## src/rtl/alu_sequencer.sv

```systemverilog
// alu_sequencer: fetch/execute sequencer that runs a small program through an external combinational ALU,
// two cycles per instruction, ending on halt or on the last program address.
module alu_sequencer #(
  parameter int PROG_DEPTH = 16,
  parameter int PC_W = 4
) (
  input  logic            clk,
  input  logic            reset,
  input  logic            start,
  input  logic            prog_we,
  input  logic [PC_W-1:0] prog_addr,
  input  logic [19:0]     prog_data,
  output logic [3:0]      alu_inst,
  output logic [15:0]     alu_a,
  output logic [15:0]     alu_b,
  input  logic [16:0]     alu_ans,
  output logic [15:0]     acc,
  output logic            carry,
  output logic            busy,
  output logic            done
);
  typedef enum logic [1:0] {IDLE, FETCH, EXEC, DONE} state_t;
  state_t state, state_nx;
  logic [PC_W-1:0] pc;
  logic [19:0] ir;
  logic [19:0] mem [PROG_DEPTH];
  logic [3:0] op;
  logic writes, last;
  assign op = ir[19:16];
  always_comb begin
    writes = (op <= 4'd7) || (op == 4'd9) || (op == 4'd10);
    last = (op == 4'd15) || (pc == PC_W'(PROG_DEPTH - 1));
    state_nx = state == IDLE  ? (start ? FETCH : IDLE) :
               state == FETCH ? EXEC :
               state == EXEC  ? (last ? DONE : FETCH) : IDLE;
    busy = (state == FETCH) || (state == EXEC);
    done = state == DONE;
    alu_inst = (state == EXEC && op <= 4'd10) ? op : 4'd8;
    alu_a = acc;
    alu_b = state == EXEC ? ir[15:0] : '0;
  end
  // program memory is deliberately outside the reset domain so it survives reset
  always_ff @(posedge clk)
    if (state == IDLE && prog_we) mem[prog_addr] <= prog_data;
  always_ff @(posedge clk or posedge reset)
    if (reset) begin
      state <= IDLE;
      pc <= '0;
      ir <= '0;
      acc <= '0;
      carry <= 1'b0;
    end else begin
      state <= state_nx;
      if (state == IDLE && start) pc <= '0;
      if (state == FETCH) ir <= mem[pc];
      if (state == EXEC && writes) begin
        acc <= alu_ans[15:0];
        carry <= alu_ans[16];
      end
      if (state == EXEC && state_nx == FETCH) pc <= pc + 1'b1;
    end
endmodule

```

## config.mk

```make
export PLATFORM = sky130hd
export DESIGN_NAME = alu_sequencer
export DESIGN_NICKNAME = d
export VERILOG_FILES = /design/src/rtl/alu_sequencer.sv
export SDC_FILE = /design/constraint.sdc
export NUM_CORES = 1
export LEC_CHECK = 0
export ABC_AREA = 0
export CORE_UTILIZATION = 40
export CTS_BUF_LIST = sky130_fd_sc_hd__clkbuf_8
export CTS_CLUSTER_DIAMETER = 80
export DETAILED_ROUTE_END_ITERATION = 10
export HOLD_SLACK_MARGIN = 0.03
export PLACE_DENSITY = 0.64
export SLEW_MARGIN = 20
export SYNTH_ARGS = -nofsm -noshare
export SYNTH_HDL_FRONTEND = slang
export SYNTH_SLANG_ARGS = --single-unit
```

## constraint.sdc

```tcl
create_clock -name clk -period 5.31 [get_ports clk]
set_clock_uncertainty 0.2 [all_clocks]
set_input_delay 1.062 -clock clk [delete_from_list [all_inputs] [get_ports clk]]
set_output_delay 1.062 -clock clk [all_outputs]
set_load 0.005 [all_outputs]
```

==> out/results.tsv <==
metric	value	unit
mapped cell area	0.0143	mm2
Setup WS pre-CTS	1.70	ns
RD Place Congestion	0.724	
Peak Freq	257	MHz
setup TNS	0	ns
DR pass1 iterations	4	
Period minus WS final	3.89	ns
Critical R2R Launch	pc[0]	
Max H-tree Level	2	
die area	0.0365	mm2
Worst Hold Depth	1	
gr usage total	16.8	%
Post-Synthesis Cells	738	
antenna fix cells	0	
final setup vio count	0	
Rows	68	
area of the multi-input gates	0.00330	mm2
CTS tree	built	
reg2reg end	ir[4]	
Routed Antenna Nets	0	
Num CTS Buffers	58	
drt total wl	30.2	mm
final hold viol count	0	
maximum root-to-sink buffer count	3	
Synth-to-Final Area Change	17.6	%
share of layout cells above drive strength 1	20.3	%
worst setup path class	reg2out	
Post-synth top flop	edfxtp_1	
cts repair resizes	0	
Pwr per Cell Area	412	mW/mm2
num ports	100	
Seq/Total Area, Yosys	74.7	%
drt wl/cell	22.1	um
# fillers	2938	
Post CTS Setup Buffer Count	0	
crit path capture type	primary output	
commonest non-fill, non-tap cell in the layout	edfxtp_1	
Core Area	0.0349	mm2
Synth cell types	40	
share of flip-flops with an asynchronous set or reset	11.8	%
Post-DP HPWL	18.2	mm
Slew HR	36.3	%
Worst Hold End	carry	
Lkg Pwr	0.00544	uW
vias	7295	
Worst-path clk slew	0.07	ns
antenna violations before repair	1	
Die Span X	191	um
Req. time, crit path	4.05	ns
Post-Syn Nets	789	
number of synthesized register bits	363	
DRT iter0 DRCs	454	
root buf cell	clkbuf_8	
Max-Cap Viols	0	
global-route wire length before repair	45.4	mm
hold crit path type	reg2reg	
CP max FO	23	
clock latency on the worst-skew pair	0.59	ns
R2R Setup Slk	2.49	ns
GRT overflow	0	
number of global-route vias before repair	7388	
synth warn	0	
fin. max-slew vios	0	
cts hold-fix bufs	0	
worst hold slack	0.308	ns
Mean Syn Cell Area	19.4	um2
Worst Tran Pin Value	0.955	ns
outcome	completed	
Final period util	73.2	%
DRC	0	
VDD IR-drop max	228	uV
Vias/cell	5.34	
die height	191	um
Starting Density	41.0	%
final worst setup slack	1.42	ns
Nets	917	
Worst Hold Launch	carry	
worst r2r path cells	5	
crit path launch type	flop	
largest net degree at the start of global routing	48	
most frequent cells in the layout	edfxtp_1 (320), clkdlybuf4s50_1 (99), clkbuf_8 (64)	
# clock sinks	363	
WP data arrival	2.63	ns
storage element area	0.0107	mm2
RSZ-0062 raised after global routing	false	
EDFF count, synth	320	
input/output buffers	99	
-- sequential cells by signal, summed over array words and instances (netlist names) --
signal,count
carry,1
mem,320
acc,16
state,2
pc,4
ir,20
-- final cells by class --
cell class	count	share of cell area, %
inverter	5	0.119
clock inverter	42	1.15
multi-input combinational	318	19.6
clock buffer	64	5.24
sequential	363	63.6
timing repair buffer	120	6.90
tap	455	3.39
-- power by group --
| group | switching, uW | internal [uW] | leakage (uW) |
|---|---|---|---|
| sequential | 181 | 3320 | 0.00338 |
| clock | 1040 | 1150 | 0.000648 |
| combinational | 536 | 706 | 0.00142 |
-- how the worst max path moves through the flow --
stage / from / end / slack, ns / depth (start not counted)
detailed placement: prog_we / mem[2][13] / 1.70 / 4
finish: state[0] / alu_inst[0] / 1.42 / 4
global route: state[0] / alu_inst[2] / 1.17 / 5
CTS: state[0] / alu_inst[0] / 1.29 / 4
global placement: prog_we / mem[2][13] / 1.72 / 4
floorplan: prog_addr[2] / mem[0][0] / 1.79 / 2
-- per-layer routing --
layer	routed length [um]	up-vias	share of wire, %	GRT usage (%)
li1	-	3212	-	-
met1	13500	3821	45	23.7
met2	14500	228	48	26.4
met3	1790	32	5.9	3.60
met4	357	2	1.2	4.77
met5	17	-	0.056	0
-- stage by stage --
step	total power, uW	area, um2	util [%]	std cells
6_report	6930	16800	48.2	1367
4_1_cts	7010	16800	48.1	1367
2_1_floorplan	4260	14300	-	738
5_1_grt	7250	16800	48.2	1367
3_3_place_gp	4800	15700	45.1	1261
3_5_place_dp	4820	15700	45.1	1261
-- logic make-up after synthesis --
| group | share of synthesized area (%) |
|---|---|
| multiplexers | 15.4 |
| XOR/XNOR | 0.0613 |
| adder cells (fa/ha/maj) | 0.525 |
| flip-flops | 74.7 |
| buffers and inverters | 2.67 |
| AO/OA/AOI/OAI | 2.89 |
| AND/OR/NAND/NOR | 3.75 |
-- synth_stat cells, drive strengths merged (5+ instances only) --
library cell	n	share of area, %
mux2i	60	4.2
and2	16	0.70
inv	5	0.13
nand2	9	0.24
a31oi	20	0.88
mux4	61	9.6
nor2	34	0.89
buf	39	2.2
ha	6	0.53
edfxtp	320	67
nand3	5	0.18
o22ai	19	0.83
or2	20	0.88
mux2	19	1.5
clkbuf	13	0.34
dfrtp	43	7.5
a21oi	19	0.67
-- worst max-delay path, cell delays in order (launching register included) --
cell,delay [ns]
dfrtp_1,0.41
inv_1,0.14
ha_1,0.72
and3_1,0.27
clkdlybuf4s50_1,0.50
No activity file was read; power rests on OpenSTA's default activity.
